### src/rtl/axil_csr_slave.sv
// -----------------------------------------------------------------------------
// axil_csr_slave
// AXI4-Lite slave exposing NREG 32-bit control/status registers.
//
// Ports
//   clk, resetn            sole clock (rising edge), asynchronous active-low reset
//   s_axi_csrs_aw*         write address channel (awaddr, awvalid, awready)
//   s_axi_csrs_w*          write data channel (wdata, wstrb, wvalid, wready)
//   s_axi_csrs_b*          write response channel (bresp, bvalid, bready)
//   s_axi_csrs_ar*         read address channel (araddr, arvalid, arready)
//   s_axi_csrs_r*          read data channel (rdata, rresp, rvalid, rready)
//   regs_out               r[i] on bits [32i+31:32i]
//   status_in              core status, returned on reads of offset 0
//   cmd_pulse              one-cycle strobe after a committed write to r0
//
// Address decode: index = addr[2+log2(NREG)-1:2], addr[1:0] ignored, any set bit
// above the index field makes the access out of range (SLVERR, no side effect).
// Read and write channels are completely independent. A read handshaking on
// the same edge as a write commit returns the pre-write register value.
// -----------------------------------------------------------------------------
module axil_csr_slave #(
    parameter int ADDR_W = 12,
    parameter int NREG   = 8
) (
    input  logic                 clk,
    input  logic                 resetn,
    input  logic [ADDR_W-1:0]    s_axi_csrs_awaddr,
    input  logic                 s_axi_csrs_awvalid,
    output logic                 s_axi_csrs_awready,
    input  logic [31:0]          s_axi_csrs_wdata,
    input  logic [3:0]           s_axi_csrs_wstrb,
    input  logic                 s_axi_csrs_wvalid,
    output logic                 s_axi_csrs_wready,
    output logic [1:0]           s_axi_csrs_bresp,
    output logic                 s_axi_csrs_bvalid,
    input  logic                 s_axi_csrs_bready,
    input  logic [ADDR_W-1:0]    s_axi_csrs_araddr,
    input  logic                 s_axi_csrs_arvalid,
    output logic                 s_axi_csrs_arready,
    output logic [31:0]          s_axi_csrs_rdata,
    output logic [1:0]           s_axi_csrs_rresp,
    output logic                 s_axi_csrs_rvalid,
    input  logic                 s_axi_csrs_rready,
    output logic [32*NREG-1:0]   regs_out,
    input  logic [31:0]          status_in,
    output logic                 cmd_pulse
);

    localparam int IDX_W = $clog2(NREG);

    localparam logic [1:0] RESP_OKAY   = 2'b00;
    localparam logic [1:0] RESP_SLVERR = 2'b10;

    typedef enum logic {
        W_IDLE = 1'b0,
        W_RESP = 1'b1
    } wr_state_t;

    typedef enum logic {
        R_IDLE = 1'b0,
        R_DATA = 1'b1
    } rd_state_t;

    // True when any address bit above the register index field is set.
    function automatic logic addr_oor(input logic [ADDR_W-1:0] addr);
        return |(addr >> (2 + IDX_W));
    endfunction

    // Byte-lane merge: lanes with a set strobe take the new data.
    function automatic logic [31:0] merge_bytes(input logic [31:0] old_val,
                                                input logic [31:0] new_val,
                                                input logic [3:0]  strb);
        logic [31:0] res;
        res = old_val;
        for (int b = 0; b < 4; b++) begin
            if (strb[b]) begin
                res[8*b +: 8] = new_val[8*b +: 8];
            end else begin
                res[8*b +: 8] = old_val[8*b +: 8];
            end
        end
        return res;
    endfunction

    // Register file and write-side state
    logic [NREG-1:0][31:0] regs_r;
    wr_state_t             wr_state_r;
    logic                  aw_held_r;
    logic                  w_held_r;
    logic [ADDR_W-1:0]     awaddr_r;
    logic [31:0]           wdata_r;
    logic [3:0]            wstrb_r;
    logic                  awready_r;
    logic                  wready_r;
    logic                  bvalid_r;
    logic [1:0]            bresp_r;
    logic                  cmd_pulse_r;
    logic [IDX_W-1:0]      aw_idx_s;

    // Read-side state
    rd_state_t             rd_state_r;
    logic                  arready_r;
    logic                  rvalid_r;
    logic [31:0]           rdata_r;
    logic [1:0]            rresp_r;
    logic [IDX_W-1:0]      rd_idx_s;
    logic [31:0]           rd_data_s;

    assign aw_idx_s = awaddr_r[2 +: IDX_W];
    assign rd_idx_s = s_axi_csrs_araddr[2 +: IDX_W];

    // Write FSM: independent AW/W capture, commit once both are held, then B handshake.
    always_ff @(posedge clk or negedge resetn) begin
        if (!resetn) begin
            regs_r      <= '0;
            wr_state_r  <= W_IDLE;
            aw_held_r   <= 1'b0;
            w_held_r    <= 1'b0;
            awaddr_r    <= '0;
            wdata_r     <= 32'h0;
            wstrb_r     <= 4'h0;
            awready_r   <= 1'b0;
            wready_r    <= 1'b0;
            bvalid_r    <= 1'b0;
            bresp_r     <= RESP_OKAY;
            cmd_pulse_r <= 1'b0;
        end else begin
            cmd_pulse_r <= 1'b0;
            case (wr_state_r)
                W_IDLE: begin
                    if (aw_held_r && w_held_r) begin
                        // Commit cycle: both halves held since the previous edge.
                        aw_held_r  <= 1'b0;
                        w_held_r   <= 1'b0;
                        bvalid_r   <= 1'b1;
                        wr_state_r <= W_RESP;
                        if (addr_oor(awaddr_r)) begin
                            bresp_r <= RESP_SLVERR;
                        end else begin
                            bresp_r          <= RESP_OKAY;
                            regs_r[aw_idx_s] <= merge_bytes(regs_r[aw_idx_s], wdata_r, wstrb_r);
                            if ((aw_idx_s == '0) && (wstrb_r != 4'h0)) begin
                                cmd_pulse_r <= 1'b1;
                            end else begin
                                cmd_pulse_r <= 1'b0;
                            end
                        end
                    end else begin
                        if (awready_r && s_axi_csrs_awvalid) begin
                            aw_held_r <= 1'b1;
                            awaddr_r  <= s_axi_csrs_awaddr;
                            awready_r <= 1'b0;
                        end else begin
                            awready_r <= ~aw_held_r;
                        end
                        if (wready_r && s_axi_csrs_wvalid) begin
                            w_held_r <= 1'b1;
                            wdata_r  <= s_axi_csrs_wdata;
                            wstrb_r  <= s_axi_csrs_wstrb;
                            wready_r <= 1'b0;
                        end else begin
                            wready_r <= ~w_held_r;
                        end
                    end
                end
                W_RESP: begin
                    if (s_axi_csrs_bready) begin
                        bvalid_r   <= 1'b0;
                        bresp_r    <= RESP_OKAY;
                        awready_r  <= 1'b1;
                        wready_r   <= 1'b1;
                        wr_state_r <= W_IDLE;
                    end else begin
                        bvalid_r   <= 1'b1;
                    end
                end
                default: begin
                    wr_state_r <= W_IDLE;
                    aw_held_r  <= 1'b0;
                    w_held_r   <= 1'b0;
                    bvalid_r   <= 1'b0;
                    awready_r  <= 1'b0;
                    wready_r   <= 1'b0;
                end
            endcase
        end
    end

    // Read data selection for the AR handshake edge (offset 0 reads core status).
    always_comb begin
        rd_data_s = 32'h0;
        if (addr_oor(s_axi_csrs_araddr)) begin
            rd_data_s = 32'h0;
        end else if (rd_idx_s == '0) begin
            rd_data_s = status_in;
        end else begin
            rd_data_s = regs_r[rd_idx_s];
        end
    end

    // Read FSM: accept AR in R_IDLE, hold R until rready.
    always_ff @(posedge clk or negedge resetn) begin
        if (!resetn) begin
            rd_state_r <= R_IDLE;
            arready_r  <= 1'b0;
            rvalid_r   <= 1'b0;
            rdata_r    <= 32'h0;
            rresp_r    <= RESP_OKAY;
        end else begin
            case (rd_state_r)
                R_IDLE: begin
                    if (arready_r && s_axi_csrs_arvalid) begin
                        arready_r  <= 1'b0;
                        rvalid_r   <= 1'b1;
                        rdata_r    <= rd_data_s;
                        rresp_r    <= addr_oor(s_axi_csrs_araddr) ? RESP_SLVERR : RESP_OKAY;
                        rd_state_r <= R_DATA;
                    end else begin
                        arready_r  <= 1'b1;
                    end
                end
                R_DATA: begin
                    if (s_axi_csrs_rready) begin
                        rvalid_r   <= 1'b0;
                        arready_r  <= 1'b1;
                        rd_state_r <= R_IDLE;
                    end else begin
                        rvalid_r   <= 1'b1;
                    end
                end
                default: begin
                    rd_state_r <= R_IDLE;
                    rvalid_r   <= 1'b0;
                    arready_r  <= 1'b0;
                end
            endcase
        end
    end

    assign s_axi_csrs_awready = awready_r;
    assign s_axi_csrs_wready  = wready_r;
    assign s_axi_csrs_bvalid  = bvalid_r;
    assign s_axi_csrs_bresp   = bresp_r;
    assign s_axi_csrs_arready = arready_r;
    assign s_axi_csrs_rvalid  = rvalid_r;
    assign s_axi_csrs_rdata   = rdata_r;
    assign s_axi_csrs_rresp   = rresp_r;
    assign regs_out           = regs_r;
    assign cmd_pulse          = cmd_pulse_r;

endmodule

### config.mk
export PLATFORM = sky130hd
export DESIGN_NAME = axil_csr_slave
export DESIGN_NICKNAME = d
export VERILOG_FILES = /design/src/rtl/axil_csr_slave.sv
export SDC_FILE = /design/constraint.sdc
export NUM_CORES = 1
export LEC_CHECK = 0
export ABC_AREA = 1
export BUFFER_PORTS_ARGS = -buffer_cell sky130_fd_sc_hd__buf_2
export CAP_MARGIN = 25
export CORE_ASPECT_RATIO = 1.4
export CORE_MARGIN = 2
export CORE_UTILIZATION = 60
export CTS_BUF_LIST = sky130_fd_sc_hd__clkbuf_16
export CTS_CLUSTER_SIZE = 30
export DETAILED_ROUTE_END_ITERATION = 8
export HOLD_SLACK_MARGIN = 0.03
export PLACE_DENSITY = 0.86
export SLEW_MARGIN = 10
export SYNTH_ARGS = -nofsm -noshare
export SYNTH_HDL_FRONTEND = slang
export SYNTH_SLANG_ARGS = --single-unit
### constraint.sdc
create_clock -name clk -period 3.8 [get_ports clk]
set_input_delay 0.76 -clock clk [delete_from_list [all_inputs] [get_ports clk]]
set_output_delay 0.76 -clock clk [all_outputs]
set_load 0.01 [all_outputs]
==> out/results.ini <==
[global_routing]
grt_start_max_net_pins = 193
antenna_found_initial = 1
grt_pass1_vias = 19900
grt_overflow = 0
grt_usage_pct = 42.4
grt_pass1_wl_um = 109000

[worst_setup_path]
end_kind = flip-flop
cp.arrival_ns = 3.23
path_class = flip-flop to flip-flop
worst_path_largest_cell_delay_ns = 0.57
critical_path_required_ns = 4.22
critPathSlowestCell = dfrtp_1
critPathLaunchType = flip-flop
crit_top_cell = nand2_1
crit_fanout = 32
cp_num_buf_inv = 2
cp_cell_sequence = nand2_2 -> buf_4 -> nor2_4 -> inv_2 -> nand2_1 -> nand2_1
cp_top_family = simple AND/OR/NAND/NOR gates

[synth]
ys_seq_area_share_pct = 45.8
synth.area.top_cells = dfrtp_1 46%, nand2_1 22%, nand3_1 10%
synth_edf_count = 0
syn_inst = 2700
synth_top_cell_by_area = dfrtp_1
ys_ff_latch = 346
synthesis.area_um2 = 18900
synth_most_common_cell = nand2_1
ys_warn_count = 0
synthDistinctLibCells = 24
synth_area_per_cell_um2 = 7.00
synth_flop_cell = dfrtp_1
async_flop_share_pct = 100
yosys.area.top_type_share_pct = 45.8
synthTopCellsByCount = 1096 x nand2_1, 386 x nand3_1, 346 x dfrtp_1, 205 x inv_1, 144 x nor2_1

[sta]
fin_hold_ws_ns = 0.207
finalCriticalPeriod_ns = 2.81
finClkSkew_ns = 0.0116
fmax_mhz = 356
tns_ns = 0
slew_headroom_pct = 29.6
tightestPinTransition_ns = 1.05
maxSlewViolCount = 0
rsz0062_at_grt = false
hold_viol = 0
fin_crit_sh_pct = 73.8
setup_viol = 0

[placement]
port_buffers = 390
postPlaceCellArea_um2 = 20900
place_congestion = 0.933
dp_hpwl_um = 43500

[routing]
routed_wl_um = 70700
num_vias = 20700
dr.pass1.iters = 9
post_drt_via_cell_ratio = 6.11
drc = 0
dr.first_iter.drc_count = 2486
ant_nets = 0
wl_per_cell_um = 20.9

[power_and_ir_drop]
power_mw = 15.0
power_leakage_nw = 12.9
vdd_drop_max_mv = 0.514
p_per_area_nw_per_um2 = 682

[floorplan]
num_rows = 76
die_x_um = 154
die_area_um2 = 33000
fp.dieH_um = 214
core-area_um2 = 30900
start_util_pct = 61.2
pin_count = 397

[cts]
clk_latency_ns = 0.54
cts_buffers = 35
cts.htree.levels = 2
root_buffer = clkbuf_16
holdBufCountCts = 0
cts_tree = built
clk_path_buf_depth = 3
cts_setup_buffers = 0
path_clk_slew_ns = 0.06
clock-sinks = 346
cts_resized = 0

[final_layout]
multi_input_area_um2 = 8650
nFillCells = 2500
drive_gt1_share_pct = 18.9
fin_nets = 3076
postLayoutCellArea_um2 = 22000
area_growth_pct = 16.2
register_area_um2 = 8660

[flow_run]
cap_viol_max_count = 0

[outcome]
outcome = finished, final reports clean

[worst_hold_path]
hold_class = input port to asynchronous set/reset pin

power by group:
| group | internal (mW) | switching, mW |
|---|---|---|
| Sequential | 4.51 | 0.797 |
| Clock | 1.82 | 1.48 |
| Combinational | 1.88 | 4.49 |
| Total | 8.21 | 6.77 |
final cells by class:
class | instances | share of cell area [%]
Inverter | 220 | 3.77
Timing Repair Buffer | 424 | 10.4
Tap cell | 390 | 2.22
Clock inverter | 22 | 0.553
Clock buffer | 37 | 4.22
Sequential cell | 346 | 39.4
Multi-Input combinational cell | 1950 | 39.4
Antenna cell | 1 | 0.0114
logic make-up (layout without fill, tap and decap cells):
group | after synthesis | in the layout | synth area share (%)
other | 1 | 3 | 0.0198
flip-flops | 346 | 346 | 45.8
AO/OA/AOI/OAI | 209 | 209 | 6.83
AND/OR/NAND/NOR | 1739 | 1739 | 38.8
buffers and inverters | 405 | 703 | 8.59
metrics by stage:
step,cells,worst slack [ns],utilization (%)
2_1_floorplan,2701,2.06,-
3_3_place_gp,3329,1.21,67.6
3_5_place_dp,3329,1.14,67.6
4_1_cts,3388,1.12,71.0
5_1_grt,3389,0.937,71.1
6_report,3390,0.995,71.1
worst reg2reg max path: cells and delay by family, from the launching register on:
kind	cells	cell delay, ns
flip-flops	1	0.57
AND/OR/NAND/NOR	4	1.23
buffers and inverters	2	0.90
state kept, by name, indices dropped and copies added, names as in the netlist, 4 cells and up:
signal            count
s_axi_csrs_rdata     32
wstrb_r               4
awaddr_r             10
wdata_r              32
regs_out            256
layout by cell type, fill, tap and decap left out, types with 5 or more instances in the layout:
cell and n:
nand2_1 1096, nand2_2 33, nor2_1 142, nor3_1 34, inv_1 209, a21oi_1 37
nor2_4 14, clkbuf_16 37, inv_2 14, o211ai_1 96, nand3_1 386, dfrtp_1 345
clkinv_1 7, buf_2 388, clkinv_2 10, buf_4 29, buf_12 5, or2_2 31
o21ai_0 74
path summary, 6_finish.rpt:
path | startpoint | endpoint | slack (ns) | depth (start not counted)
worst min register to register | wdata_r[13] | wdata_r[13] | 0.47 | 2
worst max register to register | awaddr_r[4] | regs_out[155] | 0.99 | 6
worst max-delay path | awaddr_r[4] | regs_out[155] | 0.99 | 6
max in group asynchronous | resetn | regs_out[117] | 2.45 | 2
min in group clk | s_axi_csrs_wdata[11] | wdata_r[11] | 0.42 | 3
worst min-delay path | resetn | s_axi_csrs_rvalid | 0.21 | 1
routing by layer:
layer	GRT usage, %	routed length (um)
met1	50.7	23500
met2	65.2	31700
met3	10.8	9120
met4	33.0	6370
met5	0	0
No activity file was read; power rests on OpenSTA's default activity.
